### config.mk
export PLATFORM = sky130hd
export DESIGN_NAME = uart_rx_os
export DESIGN_NICKNAME = d
export VERILOG_FILES = /design/src/rtl/uart_rx_os.sv
export SDC_FILE = /design/constraint.sdc
export NUM_CORES = 1
export LEC_CHECK = 0
export BUFFER_PORTS_ARGS = -buffer_cell sky130_fd_sc_hd__buf_2
export CORE_MARGIN = 2
export CORE_UTILIZATION = 62
export DETAILED_ROUTE_END_ITERATION = 8
export GPL_ROUTABILITY_DRIVEN = 0
export PLACE_DENSITY = 0.83
export SETUP_SLACK_MARGIN = 0.02
export SLEW_MARGIN = 0
export SYNTH_ARGS = -nofsm -noshare
export SYNTH_HDL_FRONTEND = slang
export SYNTH_SLANG_ARGS = --single-unit
### constraint.sdc
create_clock -name clk -period 3.3 [get_ports clk]
set_input_delay 0.165 -clock clk [delete_from_list [all_inputs] [get_ports clk]]
set_output_delay 0.165 -clock clk [all_outputs]
set_load 0.005 [all_outputs]
### src/rtl/uart_rx_os.sv
// Oversampling UART receiver: 2-flop synchroniser, mid-bit sampling on s_tick, parity/frame/overrun/break detection.
// Optional build macro UART_RX_MAJORITY_EN: each sample point becomes a 2-of-3 vote over ticks P-2, P-1, P.
module uart_rx_os #(
    parameter int N      = 8,
    parameter int M      = 1,
    parameter int PARITY = 0,
    parameter int OS     = 16
) (
    input  logic         clk,
    input  logic         reset_n,
    input  logic         s_tick,
    input  logic         rx,
    output logic [N-1:0] data_out,
    output logic         valid,
    input  logic         ready,
    output logic         parity_err,
    output logic         frame_err,
    output logic         overrun_err,
    output logic         busy
);
    localparam int SW = $clog2(OS);
    localparam int BW = $clog2(N);
    localparam logic [SW-1:0] S_MID     = SW'(OS / 2 - 1);
    localparam logic [SW-1:0] S_END     = SW'(OS - 1);
    localparam logic [BW-1:0] B_LAST    = BW'(N - 1);
    localparam logic          STOP_LAST = 1'(M - 1);
    localparam bit            PAR_EN    = (PARITY != 0);
    localparam bit            PAR_ODD   = (PARITY == 1);

    typedef enum logic [2:0] {
        ST_IDLE,
        ST_START,
        ST_DATA,
        ST_PAR,
        ST_STOP,
        ST_BRK
    } state_t;

    state_t          state;
    logic [SW-1:0]   s_cnt;
    logic [BW-1:0]   bit_cnt;
    logic            stop_cnt;
    logic [N-1:0]    shreg;
    logic            perr_q;
    logic            ferr_q;
    logic            done;
    logic            rx_meta;
    logic            rx_s;
    logic            sample;

    always_ff @(posedge clk or negedge reset_n) begin
        if (!reset_n) begin
            rx_meta <= 1'b1;
            rx_s    <= 1'b1;
        end else begin
            rx_meta <= rx;
            rx_s    <= rx_meta;
        end
    end

`ifdef UART_RX_MAJORITY_EN
    // vote[1] holds rx_s from tick P-2 and vote[0] from tick P-1 when s_cnt reaches P
    logic [1:0] vote;

    always_ff @(posedge clk or negedge reset_n) begin
        if (!reset_n) begin
            vote <= 2'b11;
        end else if (s_tick) begin
            vote <= {vote[0], rx_s};
        end
    end

    assign sample = (vote[1] & vote[0]) | (vote[1] & rx_s) | (vote[0] & rx_s);
`else
    assign sample = rx_s;
`endif

    always_ff @(posedge clk or negedge reset_n) begin
        if (!reset_n) begin
            state    <= ST_IDLE;
            s_cnt    <= '0;
            bit_cnt  <= '0;
            stop_cnt <= 1'b0;
            shreg    <= '0;
            perr_q   <= 1'b0;
            ferr_q   <= 1'b0;
            done     <= 1'b0;
        end else begin
            done <= 1'b0;
            case (state)
                ST_IDLE: begin
                    if (!rx_s) begin
                        state <= ST_START;
                        s_cnt <= '0;
                    end
                end
                ST_START: begin
                    if (s_tick) begin
                        if (s_cnt == S_MID) begin
                            s_cnt   <= '0;
                            bit_cnt <= '0;
                            state   <= sample ? ST_IDLE : ST_DATA;
                        end else begin
                            s_cnt <= s_cnt + SW'(1);
                        end
                    end
                end
                ST_DATA: begin
                    if (s_tick) begin
                        if (s_cnt == S_END) begin
                            s_cnt <= '0;
                            shreg <= {sample, shreg[N-1:1]};
                            if (bit_cnt == B_LAST) begin
                                bit_cnt  <= '0;
                                stop_cnt <= 1'b0;
                                perr_q   <= 1'b0;
                                ferr_q   <= 1'b0;
                                state    <= PAR_EN ? ST_PAR : ST_STOP;
                            end else begin
                                bit_cnt <= bit_cnt + BW'(1);
                            end
                        end else begin
                            s_cnt <= s_cnt + SW'(1);
                        end
                    end
                end
                ST_PAR: begin
                    if (s_tick) begin
                        if (s_cnt == S_END) begin
                            s_cnt  <= '0;
                            perr_q <= (((^shreg) ^ sample) != PAR_ODD);
                            state  <= ST_STOP;
                        end else begin
                            s_cnt <= s_cnt + SW'(1);
                        end
                    end
                end
                ST_STOP: begin
                    if (s_tick) begin
                        if (s_cnt == S_END) begin
                            s_cnt <= '0;
                            if (!sample) begin
                                ferr_q <= 1'b1;
                            end
                            if (stop_cnt == STOP_LAST) begin
                                stop_cnt <= 1'b0;
                                done     <= 1'b1;
                                // a low stop over all-zero data is a break; hold off restart until the line idles
                                state    <= (!sample && shreg == '0) ? ST_BRK : ST_IDLE;
                            end else begin
                                stop_cnt <= stop_cnt + 1'b1;
                            end
                        end else begin
                            s_cnt <= s_cnt + SW'(1);
                        end
                    end
                end
                ST_BRK: begin
                    if (rx_s) begin
                        state <= ST_IDLE;
                    end
                end
                default: state <= ST_IDLE;
            endcase
        end
    end

    // delivery: a completed frame loads unless an unaccepted word is still held
    always_ff @(posedge clk or negedge reset_n) begin
        if (!reset_n) begin
            data_out    <= '0;
            valid       <= 1'b0;
            parity_err  <= 1'b0;
            frame_err   <= 1'b0;
            overrun_err <= 1'b0;
        end else begin
            overrun_err <= 1'b0;
            if (done) begin
                if (valid && !ready) begin
                    overrun_err <= 1'b1;
                end else begin
                    data_out   <= shreg;
                    parity_err <= perr_q;
                    frame_err  <= ferr_q;
                    valid      <= 1'b1;
                end
            end else if (valid && ready) begin
                valid <= 1'b0;
            end
        end
    end

    assign busy = (state != ST_IDLE);

endmodule
======== After elaboration in Yosys (flattened, before gate mapping) ========
Cells that the tools add are included.
storage, ports and cells
  register bits ........................... 36
  input bits .............................. 5
  output and inout bits ................... 13
  word-level logic and storage cells ...... 117
operators by class
  add/subtract/negate cells ............... 3
  equality and inequality tests ........... 23
  muxes and demuxes ....................... 50
  bitwise gates (word level) .............. 2
  reductions and logical operators ........ 24
operators by type and width
  cell                   number
  $mux W3                18
  $ne A2 B2 Y1 const B   14
  $mux W1                20
  $mux W4                5
  $pmux W3 S6            1
  $pmux W4 S3            1
  $reduce_and A12 Y1     1
  $reduce_and A6 Y1      2
  $eq A3 B3 Y1 const B   3
  $logic_not A8 Y1       1
  $reduce_bool A2 Y1     4
  $reduce_xor A8 Y1      1
  $reduce_and A7 Y1      1
  $eq A3 B2 Y1 const B   2
  $pmux W1 S2            3
  $pmux W3 S2            1
  $reduce_bool A3 Y1     2
  $reduce_and A5 Y1      1
  $add A4 B1 Y4 const B  1
  $eq A4 B3 Y1 const B   1
  $eq A4 B4 Y1 const B   1
  $reduce_and A2 Y1      2
  $reduce_and A4 Y1      1
  $add A3 B1 Y3 const B  1
  other kinds (11)       14

======== Logic depth before layout (Yosys ltp) ========
Gate-level depths: netlist of the first run.
  depth in word-level cells ............... 7
  depth in mapped cells ................... 6
  depth with buffers taken out ............ 6

======== Worst setup path after synthesis of the first run ========
Ideal clock, no wire load.
  path kind ............................... reg-to-reg
  start point ............................. reg bit_cnt[0]
  end point ............................... reg state[1]
  library setup time ...................... 0.125 ns
  data arrival time ....................... 1.587 ns
  required time ........................... 3.175 ns
  setup slack ............................. 1.588 ns
  cell stages (with the launch flop) ...... 7
  path buffers ............................ 0
  period minus slack after synthesis ...... 1.712 ns
  cells stage by stage .................... dfrtp_1 ha_1 ha_1 a21o_1 a22oi_1 a211o_1 mux2_4
between the ends
  longest elaborated chain between the ends .. 3
ends and longest elaborated chain
  what                                 line  text
  start, declared                      41    logic [BW-1:0] bit_cnt;
  start signal, assigned               120   bit_cnt <= bit_cnt + BW'(1);
  $eq A3 B3 Y1                         113   if (bit_cnt == B_LAST) begin
  $ne A2 B2 Y1 (no source line)        n/a
  $reduce_and A12 Y1 (no source line)  n/a
  end signal, assigned                 102   state <= sample ? ST_IDLE : ST_DATA;
  end signal, assigned                 118   state <= PAR_EN ? ST_PAR : ST_STOP;
  end signal, assigned                 149   state <= (!sample && shreg == '0) ? ST_BRK : ST_IDLE;
  end, declared                        39    state_t state;
No other way between the ends.
A chain may end at the register's enable or synchronous reset.

======== Final worst setup path of the first run ========
  start point ............................. reg s_cnt[0]
  end point ............................... reg bit_cnt[0]
between the ends
  longest elaborated chain between the ends .. 3
  elaborated cells between the ends (all ways) .. 5
  classes of those cells .................. eq/ne: 4; reduce/logical: 1
ends and longest elaborated chain
  what                                                 line     text
  start, declared                                      40       logic [SW-1:0] s_cnt;
  start signal, assigned                               104      s_cnt <= s_cnt + SW'(1);
  start signal, assigned                               123      s_cnt <= s_cnt + SW'(1);
  start signal, assigned                               134      s_cnt <= s_cnt + SW'(1);
  $eq A4 B4 Y1 / $eq A4 B3 Y1 (equally long branches)  110, 99
  $ne A2 B2 Y1 (no source line)                        n/a
  $reduce_and A5 Y1 (no source line) (*)               n/a
Every way passes the cells marked *; elsewhere a longest branch is shown, timed or not.

==> run_results.csv, run 1 <==
group,metric,value,unit
logic_synthesis,syn_area,1710,sq um
drt,drt_wl_total,3350,um
sta,max_slew_margin,46.7,%
die,die_w,56.5,um
setup_path,crit_start,"s_cnt[0]",
placement,dp_hpwl,2390,um
drt,dr.first_iter.drc_count,51,
grt,track_usage,23.8,%
die,die_h,56.5,um
final_layout,seq_area,878,sq um
drt,drt-vias-per-instance,6.00,
power,power_density,621,nW/um^2
grt,grt_pass1_wl,5730,um
final_layout,final_common_cell,"dfrtp_1",
final_layout,multiInputGateArea,746,sq um
logic_synthesis,synth-seq-area-share,51.4,%
logic_synthesis,yosysUniqueCellTypes,41,
clock_tree,cts_buffer_depth,2,
final_layout,n_fill_cell,203,
clock_tree,cts_tree,"done",
clock_tree,clkSlewWorstSetupHoldPaths,0.11,ns
placement,placedCellCount,209,
drt,wire_per_inst,15.3,um
final_layout,final_cell_mix,"dfrtp_1 (33), nand2_1 (21), o21ai_0 (18)",
logic_synthesis,synth_seq_cells,35,
final_layout,drive_above_1_share,18.1,%
setup_path,cp_data_arrival_time,2.31,ns
die,rows,19,
setup_path,slowest_delay,0.72,ns
drt,ant_nets,0,
status,status,"finished clean",
die,initial_utilization,63.6,%
sta,fin_crit,2.03,ns
setup_path,crit_type,"register to register",
drt,vias,1315,
setup_path,cp_slowest_cell,"nor3_2",
run,maxCapViolations,0,
grt,antenna_found_initial,0,
final_layout,syn_to_final_growth,10.3,%
final_layout,fin_cells,219,
setup_path,path_cells,"ha_1, nand4_1, nor3_2, a21oi_1, a31oi_1",
logic_synthesis,synth_area_per_cell,10.2,sq um
clock_tree,cts_setup_buffers,0,
sta,hold_violations,0,
sta,fin_skew,0.0154,ns
setup_path,cp.required,3.58,ns
die,ios,18,
power,ir_drop,441,uV
setup_path,crit_path_start_kind,"register",
placement,portBuffers,17,
clock_tree,clk_latency,0.34,ns
grt,gr-total-overflow,0,
sta,setup_violations,0,
logic_synthesis,synth_cells,167,
drt,drc,0,
clock_tree,htree_levels,2,
final_layout,n_antenna_cell,0,
final_layout,fin_nets,199,
setup_path,worstPathMaxFanout,17,
power,report.power.total,1.17,mW
setup_path,rr_startpoint,"s_cnt[0]",
worst_hold_path,hp-class,"input port to register",
die,die_area,3190,sq um
drt,dr.pass1.iters,4,
clock_tree,clock-root-buffer,"clkbuf_4",
clock_tree,clkSinkCount,35,
clock_tree,ctsHoldBuffers,2,
worst_hold_path,hold_path.startpoint,"ready",
power,leakage,0.954,nW
logic_synthesis,synth_fp_nets,179,
grt,grt_max_degree,36,
die,coreArea,2690,sq um
sta,tns,0,ns
clock_tree,numCtsBuffers,5,
clock_tree,cts_resized,0,
sta,tightest_slew,0.795,ns
setup_path,end_kind,"register",
sta,fmax,492,MHz
sta,rsz0062_at_grt,"false",
grt,grt_pass1_vias,1302,
sta,fin_crit_sh,61.5,%
sta,slew_violations,0,
logic_synthesis,yosys_warnings,0,
[final cells by class]
class | count | share of cell area, %
Tap cell | 31 | 2.06
Sequential cell | 35 | 46.6
Clock buffer | 7 | 2.92
Timing Repair Buffer | 19 | 5.58
Inverter | 15 | 2.99
Clock inverter | 1 | 0.266
Multi-Input combinational cell | 111 | 39.6
[critical path, delay by kind of cell (launching register included)]
family	cells	cell delay, ns
fa+ha+maj	1	0.26
compound gates	2	0.34
simple gates	2	0.97
flops	1	0.39
[report_power, final]
part / internal (mW) / total (mW) / switching [mW]
clock network: 0.103 / 0.245 / 0.141
registers: 0.509 / 0.590 / 0.0809
logic: 0.162 / 0.335 / 0.172
[Yosys cell counts (all sizes together)]
| master | n | area share, % |
|---|---|---|
| nor2 | 9 | 2.0 |
| buf | 3 | 0.88 |
| xnor2 | 5 | 2.6 |
| a21oi | 3 | 1.1 |
| o211ai | 1 | 0.44 |
| dfstp | 2 | 3.1 |
| dfrtp | 33 | 48 |
| nor2b | 2 | 0.73 |
| ha | 7 | 5.1 |
| clkbuf | 3 | 0.73 |
| a221o | 1 | 0.59 |
| a211o | 2 | 1.0 |
| a2111o | 1 | 0.66 |
| nand3 | 2 | 0.59 |
| inv | 15 | 3.3 |
| o22ai | 1 | 0.37 |
| nand2 | 21 | 4.6 |
| a22oi | 1 | 0.44 |
| a32o | 1 | 0.59 |
| nor3 | 2 | 0.88 |
| nand4 | 2 | 0.73 |
| or3 | 1 | 0.37 |
| and3 | 2 | 0.73 |
| mux2 | 5 | 3.5 |
| o22a | 1 | 0.51 |
| a22o | 4 | 2.1 |
| or3b | 1 | 0.51 |
| o2bb2a | 1 | 0.59 |
| nand3b | 2 | 0.88 |
| o2bb2ai | 2 | 1.0 |
| nand2b | 3 | 1.1 |
| a311oi | 1 | 0.51 |
| a21o | 3 | 1.3 |
| o21ai | 18 | 5.3 |
| a31oi | 3 | 1.1 |
| mux2i | 2 | 1.2 |
| o211a | 1 | 0.59 |
[layer usage]
| metal | routed length, um | share of wire, % | vias up | track usage (%) |
|---|---|---|---|---|
| li1 | - | - | 622 | - |
| met2 | 1710 | 51 | 49 | 41.4 |
| met5 | 0 | 0 | - | 0 |
| met4 | 69 | 2.1 | 0 | 10.9 |
| met3 | 201 | 6.0 | 9 | 8.06 |
| met1 | 1370 | 41 | 635 | 26.0 |
[final timing paths]
kind / endpoint / slack, ns / cells after the start
min in group asynchronous: shreg[4] / 0.42 / 2
setup / recovery: bit_cnt[0] / 1.27 / 5
max in group asynchronous: data_out[1] / 2.40 / 2
hold reg to reg: rx_s / 0.37 / 0
hold / removal: overrun_err / 0.11 / 3
setup reg to reg: bit_cnt[0] / 1.27 / 5
[stage by stage]
step	util [%]	cell area [sq um]	setup WS, ns	hold WS (ns)
6_report	70.1	1880	1.27	0.112
5_1_grt	70.1	1880	1.07	0.111
4_1_cts	70.1	1880	1.28	0.105
3_5_place_dp	67.2	1800	1.30	0.272
3_3_place_gp	67.2	1800	1.39	0.261
2_1_floorplan	-	1710	1.59	-0.131
[kinds of logic (layout without fill, tap and decap cells)]
logic type,Yosys count,count (layout),synth area share [%]
simple gates,47,47,13.1
compound gates,45,45,18.2
flops,35,35,51.4
buf+inv,21,42,4.91
fa+ha+maj,7,7,5.13
mux,7,7,4.69
xor+xnor,5,5,2.56
[sequential cells by signal, summed over array words and instances, names as in the netlist, 3 cells and up]
| register | count |
|---|---|
| bit_cnt | 3 |
| data_out | 8 |
| s_cnt | 4 |
| state | 3 |
| shreg | 8 |
(Power assumes the default switching activity.)
==> run 2, diff against run 1 <==
ABC_AREA = 1   (was default)
CORE_UTILIZATION = 52   (was 62)
PLACE_DENSITY = 0.75   (was 0.83)
clock period = 1.68 ns   (was 3.3 ns; I/O delays follow)
==> run 2 against run 1 <==
Clock skew decreased by 0.0064 ns. Total power rose by 100%. Highest routed layer unchanged. Critical endpoint is now state[0]. Flip-flop and latch count unchanged. Register-to-register slack worse by 1.1 ns. Hold slack lost 0.094 ns. Wire length rose by 0.15%. Non-clock buffer count up 6. Sequential share of layout area shrank 3.5 points. Final cell count increased by 33%. Global-route usage decreased by 5.3 points. Fmax increased by 35%. Clock-buffer cell count is 1 lower. Largest cell class unchanged.
==> run_results.csv, run 2 <==
group,metric,value,unit
worst_hold_path,hold-path-cell-count,4,
clock_tree,clkSlewWorstSetupHoldPaths,0.11,ns
logic_synthesis,post-synth-top-count-cell,"nand2_1",
final_layout,reg_top3,"data_out x8, shreg x8, s_cnt x4",
drt,dr.first_iter.drc_count,45,
placement,portBuffers,17,
final_layout,final_common_cell,"nand2_1",
die,rows,21,
status,status,"finished clean",
setup_path,crit_family,"flip-flops",
setup_path,path_cells,"ha_2, nand3_1, o21ai_2, nand3_1, o21bai_1, nand2_1",
clock_tree,cts_tree,"done",
sta,rsz0062_at_grt,"true",
drt,drt_wl_total,3360,um
grt,grt_pass1_wl,5690,um
logic_synthesis,synth_seq_cells,35,
drt,drt-vias-per-instance,5.03,
power,power_density,1140,nW/um^2
die,die_h,62.2,um
logic_synthesis,yosys.area.top_type,"dfrtp_1",
logic_synthesis,synth-seq-area-share,49.9,%
die,die_area,3870,sq um
sta,hold_violations,0,
drt,drc,0,
drt,ant_nets,0,
sta,max_slew_margin,49.0,%
logic_synthesis,yosys_warnings,0,
clock_tree,cts_buffer_depth,2,
logic_synthesis,yosysTopAreaCellShare,46.9,%
sta,fmax,665,MHz
die,initial_utilization,53.6,%
grt,grt_pass1_vias,1344,
logic_synthesis,syn_area,1760,sq um
clock_tree,numCtsBuffers,5,
grt,track_usage,18.5,%
final_layout,syn_to_final_growth,15.8,%
drt,vias,1463,
sta,tightest_slew,0.765,ns
clock_tree,htree_levels,2,
setup_path,cp_data_arrival_time,1.73,ns
setup_path,reg2reg_slack,0.18,ns
setup_path,path_buf_inv,0,
setup_path,slowest_delay,0.41,ns
die,coreArea,3280,sq um
worst_hold_path,hp-class,"input port to register",
setup_path,worstPathMaxFanout,4,
logic_synthesis,synth_cells,215,
logic_synthesis,synth_area_per_cell,8.19,sq um
setup_path,end_kind,"register",
setup_path,worst-r2r-cell-count,6,
clock_tree,clkSinkCount,35,
final_layout,final_cell_mix,"nand2_1 (67), dfrtp_1 (33), inv_1 (25)",
placement,postPlaceCellArea,1900,sq um
power,ir_drop,667,uV
setup_path,crit_type,"register to register",
setup_path,cpMostUsedCell,"nand3_1",
logic_synthesis,synthTopCellsByCount,"nand2_1 (67), dfrtp_1 (33), inv_1 (25), o21ai_0 (22), nand3_1 (20)",
final_layout,n_fill_cell,285,
sta,fin_crit_sh,89.5,%
run,maxCapViolations,0,
sta,tns,0,ns
logic_synthesis,synth_edf_count,0,
clock_tree,clock-root-buffer,"clkbuf_4",
grt,antenna_found_initial,0,
die,die_w,62.2,um
die,ios,18,
setup_path,cp.required,1.90,ns
power,leakage,1.16,nW
clock_tree,clk_latency,0.33,ns
final_layout,fin_nets,256,
setup_path,cp_slowest_cell,"dfrtp_1",
logic_synthesis,yosysUniqueCellTypes,23,
grt,grt_max_degree,36,
final_layout,drive_above_1_share,19.6,%
drt,wire_per_inst,11.5,um
logic_synthesis,ys.flop_type,"dfrtp_1",
grt,gr-total-overflow,0,
final_layout,n_antenna_cell,0,
logic_synthesis,synth_area_leaders,"dfrtp_1 (47%), nand2_1 (14%), o21ai_0 (6.3%)",
setup_path,crit_path_start_kind,"register",
sta,setup_violations,0,
logic_synthesis,synth_fp_nets,227,
logic_synthesis,ys_async_sr_fraction,100,%
drt,dr.pass1.iters,4,
final_layout,final_area,2040,sq um
sta,slew_violations,0,
sta,fin_skew,0.00904,ns
setup_path,crit_cells,6,
sta,fin_crit,1.50,ns
placement,dp_hpwl,2390,um
[run 2: cell types whose count changed in the layout (fill, tap and decap cells not counted), moves of 4 or more]
| cell | delta |
|---|---|
| a22o_1 | -4 |
| buf_4 | +5 |
| inv_1 | +10 |
| nand2_1 | +46 |
| nand3_1 | +17 |
| nor2_2 | +4 |
[run 2: cell type report]
class	instances	area [sq um]	share of cell area (%)
well taps	46	57.6	2.82
clock buffers	6	51.3	2.52
repair buffers	25	163	7.98
inverters	27	101	4.97
flip-flops and latches	35	878	43.1
multi-input cells	150	772	37.9
clock inverters	2	16.3	0.798
[run 2: worst min-delay path, delay by kind of cell]
family | cells | cell delay, ns
buffers and inverters | 2 | 0.10
AND/OR/NAND/NOR | 2 | 0.13
[run 2: power by group]
part / internal (mW) / switching (mW)
Clock: 0.206 / 0.292
Sequential: 0.912 / 0.0821
Combinational: 0.282 / 0.559
[run 2: layer usage]
layer  global-route usage, %  vias to the layer above  part of all wire, %
li1                        -                      745                    -
met4                    5.83                        0                  1.4
met2                    32.5                       38                   49
met1                    22.7                      676                   45
met5                       0                        -                    0
met3                    4.35                        4                  3.8
[run 2: worst paths after layout]
path / from / end
setup reg to reg: s_cnt[0] / state[0]
min in group asynchronous: reset_n / data_out[7]
hold reg to reg: rx_meta / rx_s
max in group asynchronous: reset_n / done
setup / recovery: s_cnt[0] / state[0]
hold / removal: ready / overrun_err
[run 2: cells by family (layout without fill, tap and decap cells)]
logic type | Yosys count | after routing | share of synthesized area [%]
adders and majority gates | 7 | 7 | 4.97
xor gates and xnor gates | 2 | 2 | 0.995
buffers and inverters | 30 | 60 | 6.82
AOI/OAI and AO/OA | 28 | 28 | 8.67
and+or+nand+nor | 111 | 111 | 27.4
DFF | 35 | 35 | 49.9
muxes | 2 | 2 | 1.28
[run 2: stage by stage]
step	hold slack (ns)	utilization [%]	power [mW]	setup slack, ns	std cells
6_report	0.0177	62.1	2.33	0.177	291
5_1_grt	0.0124	62.1	2.52	0.00586	291
4_1_cts	0.0198	60.5	2.29	0.101	287
3_5_place_dp	0.190	57.8	1.79	0.111	277
3_3_place_gp	0.190	57.8	1.79	0.215	277
2_1_floorplan	-0.212	-	1.60	0.324	215
[run 2: timing repair]
action                                  in CTS  in global routing
hold buffers                                 2                  0
endpoints found under the setup margin       0                 15
endpoints found under the hold margin       34                  0
setup buffers                                0                  4
gates resized for setup                      0                  4
